<file path="config.mk">
export PLATFORM = sky130hd
export DESIGN_NAME = fft_spectrum_buffer_flat
export DESIGN_NICKNAME = d
export VERILOG_FILES = /design/src/rtl/fft_spectrum_buffer_if.sv /design/src/rtl/fft_spectrum_buffer.sv /design/src/flat_wrapper.sv
export SDC_FILE = /design/constraint.sdc
export NUM_CORES = 2
export LEC_CHECK = 0
export BUFFER_PORTS_ARGS = -buffer_cell sky130_fd_sc_hd__clkbuf_2
export CAP_MARGIN = 20
export CORE_UTILIZATION = 45
export CTS_BUF_LIST = sky130_fd_sc_hd__clkbuf_16
export DETAILED_ROUTE_END_ITERATION = 10
export PLACE_DENSITY_LB_ADDON = 0.15
export SLEW_MARGIN = 10
export SYNTH_ARGS = -nofsm -noshare
export SYNTH_HDL_FRONTEND = slang
export SYNTH_SLANG_ARGS = --single-unit
</file>
<file path="constraint.sdc">
create_clock -name sys_clk -period 5.3 [get_ports sys_clk]
set_clock_uncertainty 0.15 [all_clocks]
set_input_delay 0.53 -clock sys_clk [delete_from_list [all_inputs] [get_ports sys_clk]]
set_output_delay 0.53 -clock sys_clk [all_outputs]
set_load 0.02 [all_outputs]
</file>
<file path="src/rtl/fft_spectrum_buffer_if.sv">
// FFT spectrum buffer port bundle.
// Magnitude stream in, renderer read port and frame status out.
interface fft_spectrum_buffer_if #(
  parameter int DATA_W = 16,
  parameter int ADDR_W = 7
);
  logic [DATA_W-1:0] in_data;
  logic              in_sop;
  logic              in_eop;
  logic              in_valid;
  logic              hold;
  logic              rd_en;
  logic [ADDR_W-1:0] rd_addr;
  logic [DATA_W-1:0] rd_data;
  logic              rd_valid;
  logic              frame_ready;
  logic [DATA_W-1:0] peak_val;
  logic [ADDR_W-1:0] peak_bin;
  logic [7:0]        err_cnt;
  logic [7:0]        drop_cnt;

  modport master (
    output in_data, in_sop, in_eop, in_valid,
    output hold, rd_en, rd_addr,
    input  rd_data, rd_valid, frame_ready,
    input  peak_val, peak_bin, err_cnt, drop_cnt
  );

  modport slave (
    input  in_data, in_sop, in_eop, in_valid,
    input  hold, rd_en, rd_addr,
    output rd_data, rd_valid, frame_ready,
    output peak_val, peak_bin, err_cnt, drop_cnt
  );
endinterface

</file>
<file path="src/rtl/fft_spectrum_buffer.sv">
// Ping-pong capture of one FFT magnitude frame with length checking,
// peak tracking and whole-frame publishing to the bar renderer.
module fft_spectrum_buffer #(
  parameter int N_POINTS = 128,
  parameter int DATA_W   = 16,
  parameter int ADDR_W   = 7
) (
  input logic               sys_clk,
  input logic               sys_rst,
  fft_spectrum_buffer_if.slave bus
);

  localparam logic [1:0] IDLE    = 2'd0;
  localparam logic [1:0] CAPTURE = 2'd1;
  localparam logic [1:0] PENDING = 2'd2;

  localparam logic [ADDR_W-1:0] LAST = ADDR_W'(N_POINTS - 1);

  logic [DATA_W-1:0] mem [2*N_POINTS];

  logic [1:0]        state, state_n;
  logic [ADDR_W-1:0] wr_addr, wr_addr_n;
  logic [DATA_W-1:0] run_val, run_val_n;
  logic [ADDR_W-1:0] run_bin, run_bin_n;
  logic              skip, skip_n;
  logic              disp_bank;
  logic              pub_go, pub_set;
  logic              wr_en, wr_bank;
  logic [ADDR_W-1:0] wr_idx;
  logic              err_inc, drop_inc;

  logic [DATA_W-1:0] rd_data;
  logic              rd_valid;
  logic              frame_ready;
  logic [DATA_W-1:0] peak_val;
  logic [ADDR_W-1:0] peak_bin;
  logic [7:0]        err_cnt, drop_cnt;

  logic sop, eop, beat, last, greater;

  assign beat    = bus.in_valid;
  assign sop     = beat & bus.in_sop;
  assign eop     = beat & bus.in_eop;
  assign last    = (wr_addr == LAST);
  assign greater = (bus.in_data > run_val);

  // Between the good eop and the bank toggle the fresh frame still sits
  // in ~disp_bank, so a new capture must already target disp_bank.
  assign wr_bank = pub_go ? disp_bank : ~disp_bank;

  always_comb begin
    state_n   = state;
    wr_addr_n = wr_addr;
    run_val_n = run_val;
    run_bin_n = run_bin;
    skip_n    = skip;
    pub_set   = 1'b0;
    wr_en     = 1'b0;
    wr_idx    = wr_addr;
    err_inc   = 1'b0;
    drop_inc  = 1'b0;
    unique case (1'b1)
      (state == IDLE): begin
        if (sop && eop) begin
          err_inc = 1'b1;
          skip_n  = 1'b0;
        end else if (sop) begin
          skip_n    = 1'b0;
          wr_en     = 1'b1;
          wr_idx    = '0;
          wr_addr_n = ADDR_W'(1);
          run_val_n = bus.in_data;
          run_bin_n = '0;
          state_n   = CAPTURE;
        end else if (eop) begin
          skip_n = 1'b0;
        end
      end
      (state == CAPTURE): begin
        if (sop && eop) begin
          err_inc   = 1'b1;
          wr_addr_n = '0;
          state_n   = IDLE;
        end else if (sop) begin
          err_inc   = 1'b1;
          wr_en     = 1'b1;
          wr_idx    = '0;
          wr_addr_n = ADDR_W'(1);
          run_val_n = bus.in_data;
          run_bin_n = '0;
        end else if (beat) begin
          wr_en = 1'b1;
          if (greater) begin
            run_val_n = bus.in_data;
            run_bin_n = wr_addr;
          end
          if (eop && last) begin
            wr_addr_n = '0;
            if (bus.hold) begin
              state_n = PENDING;
            end else begin
              pub_set = 1'b1;
              state_n = IDLE;
            end
          end else if (eop || last) begin
            err_inc   = 1'b1;
            wr_addr_n = '0;
            state_n   = IDLE;
          end else begin
            wr_addr_n = wr_addr + ADDR_W'(1);
          end
        end
      end
      default: begin
        if (!bus.hold) begin
          pub_set = 1'b1;
          state_n = IDLE;
        end
        // skip outlives PENDING so a dropped frame is still swallowed
        if (sop && eop) begin
          err_inc = 1'b1;
          skip_n  = 1'b0;
        end else if (sop) begin
          drop_inc = 1'b1;
          skip_n   = 1'b1;
        end else if (eop) begin
          skip_n = 1'b0;
        end
      end
    endcase
  end

  always_ff @(posedge sys_clk) begin
    if (wr_en) mem[{wr_bank, wr_idx}] <= bus.in_data;
  end

  always_ff @(posedge sys_clk or negedge sys_rst) begin
    if (!sys_rst) begin
      state       <= IDLE;
      wr_addr     <= '0;
      run_val     <= '0;
      run_bin     <= '0;
      skip        <= 1'b0;
      disp_bank   <= 1'b0;
      pub_go      <= 1'b0;
      frame_ready <= 1'b0;
      peak_val    <= '0;
      peak_bin    <= '0;
      err_cnt     <= '0;
      drop_cnt    <= '0;
      rd_data     <= '0;
      rd_valid    <= 1'b0;
    end else begin
      state       <= state_n;
      wr_addr     <= wr_addr_n;
      run_val     <= run_val_n;
      run_bin     <= run_bin_n;
      skip        <= skip_n;
      pub_go      <= pub_set;
      frame_ready <= pub_go;
      if (pub_go) begin
        disp_bank <= ~disp_bank;
        peak_val  <= run_val;
        peak_bin  <= run_bin;
      end
      if (err_inc && err_cnt != 8'hFF) err_cnt <= err_cnt + 8'd1;
      if (drop_inc && drop_cnt != 8'hFF) drop_cnt <= drop_cnt + 8'd1;
      rd_valid <= bus.rd_en;
      if (bus.rd_en) rd_data <= mem[{disp_bank, bus.rd_addr}];
    end
  end

  assign bus.rd_data     = rd_data;
  assign bus.rd_valid    = rd_valid;
  assign bus.frame_ready = frame_ready;
  assign bus.peak_val    = peak_val;
  assign bus.peak_bin    = peak_bin;
  assign bus.err_cnt     = err_cnt;
  assign bus.drop_cnt    = drop_cnt;

endmodule

</file>
<file path="src/flat_wrapper.sv">
// flat-port wrapper written by rule: the top's interface ports become plain ports
module fft_spectrum_buffer_flat 
#(
  parameter int N_POINTS = 128,
  parameter int DATA_W   = 16,
  parameter int ADDR_W   = 7
)
  (sys_clk, sys_rst, bus_in_data, bus_in_sop, bus_in_eop, bus_in_valid, bus_hold, bus_rd_en, bus_rd_addr, bus_rd_data, bus_rd_valid, bus_frame_ready, bus_peak_val, bus_peak_bin, bus_err_cnt, bus_drop_cnt);
  fft_spectrum_buffer_if #(.DATA_W(DATA_W), .ADDR_W(ADDR_W)) bus_i ();
  input logic sys_clk;
  input logic sys_rst;
  input wire logic [$bits(bus_i.in_data)-1:0] bus_in_data;
  input wire logic [$bits(bus_i.in_sop)-1:0] bus_in_sop;
  input wire logic [$bits(bus_i.in_eop)-1:0] bus_in_eop;
  input wire logic [$bits(bus_i.in_valid)-1:0] bus_in_valid;
  input wire logic [$bits(bus_i.hold)-1:0] bus_hold;
  input wire logic [$bits(bus_i.rd_en)-1:0] bus_rd_en;
  input wire logic [$bits(bus_i.rd_addr)-1:0] bus_rd_addr;
  output wire logic [$bits(bus_i.rd_data)-1:0] bus_rd_data;
  output wire logic [$bits(bus_i.rd_valid)-1:0] bus_rd_valid;
  output wire logic [$bits(bus_i.frame_ready)-1:0] bus_frame_ready;
  output wire logic [$bits(bus_i.peak_val)-1:0] bus_peak_val;
  output wire logic [$bits(bus_i.peak_bin)-1:0] bus_peak_bin;
  output wire logic [$bits(bus_i.err_cnt)-1:0] bus_err_cnt;
  output wire logic [$bits(bus_i.drop_cnt)-1:0] bus_drop_cnt;
  assign bus_i.in_data = bus_in_data;
  assign bus_i.in_sop = bus_in_sop;
  assign bus_i.in_eop = bus_in_eop;
  assign bus_i.in_valid = bus_in_valid;
  assign bus_i.hold = bus_hold;
  assign bus_i.rd_en = bus_rd_en;
  assign bus_i.rd_addr = bus_rd_addr;
  assign bus_rd_data = bus_i.rd_data;
  assign bus_rd_valid = bus_i.rd_valid;
  assign bus_frame_ready = bus_i.frame_ready;
  assign bus_peak_val = bus_i.peak_val;
  assign bus_peak_bin = bus_i.peak_bin;
  assign bus_err_cnt = bus_i.err_cnt;
  assign bus_drop_cnt = bus_i.drop_cnt;
  fft_spectrum_buffer #(.N_POINTS(N_POINTS), .DATA_W(DATA_W), .ADDR_W(ADDR_W)) u_core (.sys_clk(sys_clk), .sys_rst(sys_rst), .bus(bus_i));
endmodule
</file>
# Word level (Yosys, flattened, before mapping)

Memories as Yosys holds them, arrays and structs flattened. A register that Yosys moved wholly into a read port is not among the register bits.
Cells that the tools add are included.

Add/sub/neg operators: 3
$lt $le $gt $ge: 1
Equal/unequal tests: 14
Multiplexer cells: 58
Bitwise logic cells: 3
Reduce and logical (&&, ||, !) cells: 12

Operators with widths:

| cell                | count |
|---|---|
| $mux 7              | 16 |
| $mux 16             | 6 |
| $pmux 16 s2         | 1 |
| $pmux 7 s2          | 2 |
| $mux 1              | 21 |
| $mux 2              | 9 |
| $add 8x1->8 const B | 2 |
| $gt 16x16->1        | 1 |
| $ne 8x8->1 const B  | 2 |
| $reduce_and 6->1    | 2 |
| $add 7x1->7 const B | 1 |
| $eq 7x7->1 const B  | 1 |
| $ne 3x1->1 const B  | 2 |
| $ne 3x3->1 const B  | 2 |
| $logic_and 1x1->1   | 4 |
| $ne 2x2->1 const B  | 2 |
| $ne 4x3->1 const B  | 1 |
| $ne 4x4->1 const B  | 1 |
| $pmux 1 s2          | 2 |
| $pmux 2 s2          | 1 |
| $reduce_and 4->1    | 1 |
| $ne 3x2->1 const B  | 1 |
| $and 1x1->1         | 2 |
| $eq 2x1->1 const B  | 1 |
| 7 further kinds     | 7 |

Flip-flop bits (word level): 75
RAM bits: 4,096
Input bits: 30
Output and inout bits: 57
Word-level logic and storage cells: 104
Memories: 1

Memories:

| name       | depth | width | rd ports | clocked after memory_dff | write ports | RTL line                  | text |
|---|---|---|---|---|---|---|---|
| u_core.mem | 256   | 16    | 1        | 1                        | 1           | fft_spectrum_buffer.sv:19 | `logic [DATA_W-1:0] mem [2*N_POINTS];` |

# Depth between registers and ports, before layout

Depth in word-level cells: 9
Depth in mapped cells: 13
Depth with buffers taken out: 10

# Least setup slack after synthesis

Ideal clock, no wire load.

Path kind: input to register
Start point: input bus_in_valid
End point: memory u_core.mem[83][0], enable pin
Setup time: 0.388 ns
Data arrival time: 2.644 ns
Data required time: 4.762 ns
Path slack: 2.117 ns
Stages on the path: 6
Path buffers: 2
Cell sequence: clkbuf_1 nor3b_1 nor3b_1 nand3_1 clkbuf_1 nor2_1

Word-level cells in the longest chain between the ends: 6

RTL lines:

| element                          | RTL line                                             | text |
|---|---|---|
| start, declared                  | flat_wrapper.sv:15                                   | `input wire logic [$bits(bus_i.in_valid)-1:0] bus_in_valid;` |
| $mux 1 (tied with other cells)   | fft_spectrum_buffer.sv:91                            | `end else if (beat) begin` |
| $mux 1 (tied with other cells)   | fft_spectrum_buffer.sv:84                            | `end else if (sop) begin` |
| $mux 1, on equally long branches | fft_spectrum_buffer.sv:80, fft_spectrum_buffer.sv:64 |  |
| $pmux 1 s2                       | fft_spectrum_buffer.sv:62                            | `unique case (1'b1)` |
| $mux 1                           | fft_spectrum_buffer.sv:134                           | `if (wr_en) mem[{wr_bank, wr_idx}] <= bus.in_data;` |
| $mux 1 (not written as such)     | fft_spectrum_buffer.sv:134                           |  |
| end, declared                    | fft_spectrum_buffer.sv:19                            |  |

Parallel ways exist; a longest one is shown, timed or not.

# Worst setup path in the final report

Start point: register u_core.disp_bank
End point: memory u_core.mem[73][8], enable pin

Word-level cells in the longest chain between the ends: 2

RTL lines:

| element                | RTL line                   | text |
|---|---|---|
| start, declared        | fft_spectrum_buffer.sv:26  | `logic disp_bank;` |
| start signal, assigned | fft_spectrum_buffer.sv:162 | `disp_bank <= ~disp_bank;` |
| $not 1->1              | fft_spectrum_buffer.sv:49  | `assign wr_bank = pub_go ? disp_bank : ~disp_bank;` |
| $mux 1 *               | fft_spectrum_buffer.sv:49  |  |

Every way passes the cells marked *; elsewhere a longest branch is shown, timed or not.

==> results.json <==
{
  "place_ws_ns": 0.3836,
  "die_area_um2": 359500,
  "worstPathRequired_ns": 5.82,
  "tns_ns": 0,
  "grt_pass1_wl_mm": 660.5,
  "multiInputGateArea_um2": 33460,
  "seqCellArea_um2": 125300,
  "fin_crit_ns": 4.156,
  "slew_headroom_pct": 8.326,
  "worstReg2RegEnd": "u_core.mem[73][8]",
  "drtIter0Drc": 10920,
  "power-per-cell-area_nw_per_um2": 375.8,
  "dp_hpwl_mm": 299.8,
  "clock_latency_ns": 1.00,
  "cp_max_fo": 16,
  "synth_edf_count": 4096,
  "arrival_ns": 4.67,
  "cts_resized": 0,
  "grt_setup_unrepaired": "no",
  "gp_congestion": 0.8500,
  "worstMarginPinSlew_ns": 1.375,
  "post-route-period-util_pct": 78.41,
  "syn_area_um2": 160700,
  "worstSetupStartpointType": "register",
  "dieHeight_um": 599.6,
  "avgSynthCellArea_um2": 22.14,
  "initial_utilization_pct": 45.18,
  "slowest_delay_ns": 1.02,
  "grt_overflow": 0,
  "cts_made_buffers": 431,
  "syn_nets": 7309,
  "numClockSinks": 4187,
  "finalMaxSlewViolations": 0,
  "cts_buffer_depth": 4,
  "portBuffers": 86,
  "grt_usage_pct": 26.64,
  "layout_commonest_cell": "edfxtp_1",
  "tritoncts": "done",
  "final_cell_mix": "4096 x edfxtp_1, 987 x mux4_2, 541 x buf_4, 436 x clkbuf_16, 205 x nand2_1",
  "r2r-start": "u_core.disp_bank",
  "p_leak_nw": 58.99,
  "wl_per_cell_um": 36.68,
  "io_pins": 87,
  "postRouteAntennaNets": 0,
  "syn_inst": 7258,
  "critPathKind": "reg -> reg",
  "dpl.cell_count": 12280,
  "worstSetupEndpointType": "register",
  "synthTopCellsByArea": "edfxtp_1 77%, mux4_2 14%, dfrtp_1 1.4%",
  "cpMostUsedCell": "buf_4",
  "fillers": 27940,
  "hold_viol": 0,
  "nets": 8038,
  "failed_checks": "DRC",
  "worstRegToRegCells": 6,
  "synth_cell_types": 61,
  "antenna_found_initial": 34,
  "synth_top_area_cell": "edfxtp_1",
  "holdWs_ns": 0.03364,
  "ys_seq_area_share_pct": 77.96,
  "yosys_most_used_dff": "edfxtp_1",
  "outcome": "finished, violations left",
  "drive_gt1_share_pct": 29.57,
  "path_cells": "xnor2_1 > a21oi_1 > buf_4 > nand3_1 > nor2_1 > buf_4",
  "vias": 81880,
  "fp.dieW_um": 599.6,
  "cts_max_level": 5,
  "maxCapViolations": 0,
  "async_flop_share_pct": 2.173,
  "min_path_type": "in -> async",
  "cpMaxStageDelayCell": "nor2_1",
  "drt_pass1_iterations": 8,
  "synth_top_area_share_pct": 76.54,
  "placed_cell_area_um2": 170600,
  "grt_pass1_vias": 80650,
  "grt_start_max_net_pins": 175,
  "worst_slack_ns": 1.144,
  "drc": 8,
  "clk_pin_slew_worst_paths_ns": 0.06,
  "vias_per_cell": 6.245,
  "ys_warn_count": 0,
  "finalSetupViolCount": 0,
  "synth-seq-cells": 4187,
  "final_design_area_no_fill_um2": 184300,
  "core_area_um2": 355700,
  "fp-row-count": 219,
  "layout.cells.non_filler": 13110,
  "max_freq_mhz": 240.6,
  "drt-total-wl_mm": 480.9,
  "cts-root-buf": "clkbuf_16",
  "ir_drop_mv": 0.2827,
  "syn2layout_area_growth_pct": 14.67,
  "r2r_slack_ns": 1.14
}
-- synthesized netlist by cell type, drive strengths merged, types with 4 or more instances --
library cell and instances:
nand4 17, a211oi 33, xor2 4, and3 22
a22oi 139, and2 4, nor2b 22, or3 5
edfxtp 4096, mux2i 202, a22o 38, a32o 6
nand2b 14, nor2 326, a31oi 26, dfrtp 91
o21ai 69, nor3 14, o21a 5, mux2 42
o2111ai 5, a221oi 37, clkbuf 186, o22ai 63
nand2 207, a2111oi 7, buf 228, mux4 1001
a32oi 13, o221ai 54, xnor2 11, a21o 4
a21oi 88, nand3 58, ha 21, a211o 8
nor4 19, inv 32, or2 5, o211ai 13
-- power by group --
group          switching [mW]  internal (mW)
registers               0.178           36.4
logic                    2.47           1.26
clock network            12.7           16.2
-- flip-flops by register name (all words and copies together), names as in the netlist, 2 cells and up --
register             cells
u_core.mem            4096
u_core.bus.drop_cnt      8
u_core.state             2
u_core.bus.rd_data      16
u_core.wr_addr           7
u_core.bus.peak_bin      7
u_core.run_bin           7
u_core.bus.peak_val     16
u_core.bus.err_cnt       8
u_core.run_val          16
-- worst max-delay path, delay by kind of cell, from the launching register on --
family,cells,cell delay [ns]
buf+inv,2,0.59
simple gates,2,1.75
flops,1,0.93
xor+xnor,1,0.23
compound gates,1,0.17
-- kinds of logic (layout without fill, tap and decap cells) --
group / count (synthesis) / in the layout / share of synthesized area (%)
other: 0 / 14 / 0
buffers and inverters: 446 / 1533 / 1.508
XOR/XNOR: 15 / 15 / 0.08175
AND/OR/NAND/NOR: 729 / 729 / 1.974
AO/OA/AOI/OAI: 615 / 615 / 2.703
adder cells (fa/ha/maj): 21 / 21 / 0.1635
multiplexers: 1245 / 1245 / 15.61
flip-flops: 4187 / 4187 / 77.96
-- repair_timing --
action	in CTS	in global routing
endpoints found under the hold margin	554	0
hold buffers	22	0
buffers inserted	0	0
setup endpoints to repair	0	0
-- cell type report --
type | instances | share of cell area [%]
Clock buffer | 436 | 5.921
Sequential cell | 4187 | 67.98
Inverter | 32 | 0.06926
Tap cell | 4751 | 3.226
Clock inverter | 355 | 1.343
Antenna cell | 14 | 0.01901
Timing Repair Buffer | 710 | 3.282
Multi-Input combinational cell | 2625 | 18.16
-- how the worst max path moves through the flow --
stage,start,to,slack (ns),depth (start not counted)
global route,u_core.disp_bank,u_core.mem[73][7],1.08,6
detailed placement,bus_rd_addr[0],u_core.bus.rd_data[5],0.38,10
floorplan,bus_in_valid,u_core.mem[83][0],2.12,6
finish,u_core.disp_bank,u_core.mem[73][8],1.14,6
global placement,bus_rd_addr[0],u_core.bus.rd_data[5],0.33,10
CTS,u_core.disp_bank,u_core.mem[82][7],1.24,5
-- through the flow --
stage,total power [mW],utilization [%]
after CTS,69.64,51.78
after detailed placement,41.04,47.95
after global routing,70.91,51.80
after floorplan,39.02,-
final,69.25,51.81
after global placement,40.98,47.91
-- layer usage --
metal | vias to the layer above | wire length (um) | global-route usage, % | part of all wire [%]
met5 | - | 34 | 0 | 0.0071
met4 | 4 | 17030 | 8.538 | 3.5
met3 | 711 | 41330 | 4.123 | 8.6
met2 | 4234 | 229500 | 42.59 | 48
met1 | 44690 | 193000 | 37.91 | 40
li1 | 32240 | - | - | -
Note: power is estimated with default switching activity, not from simulation.
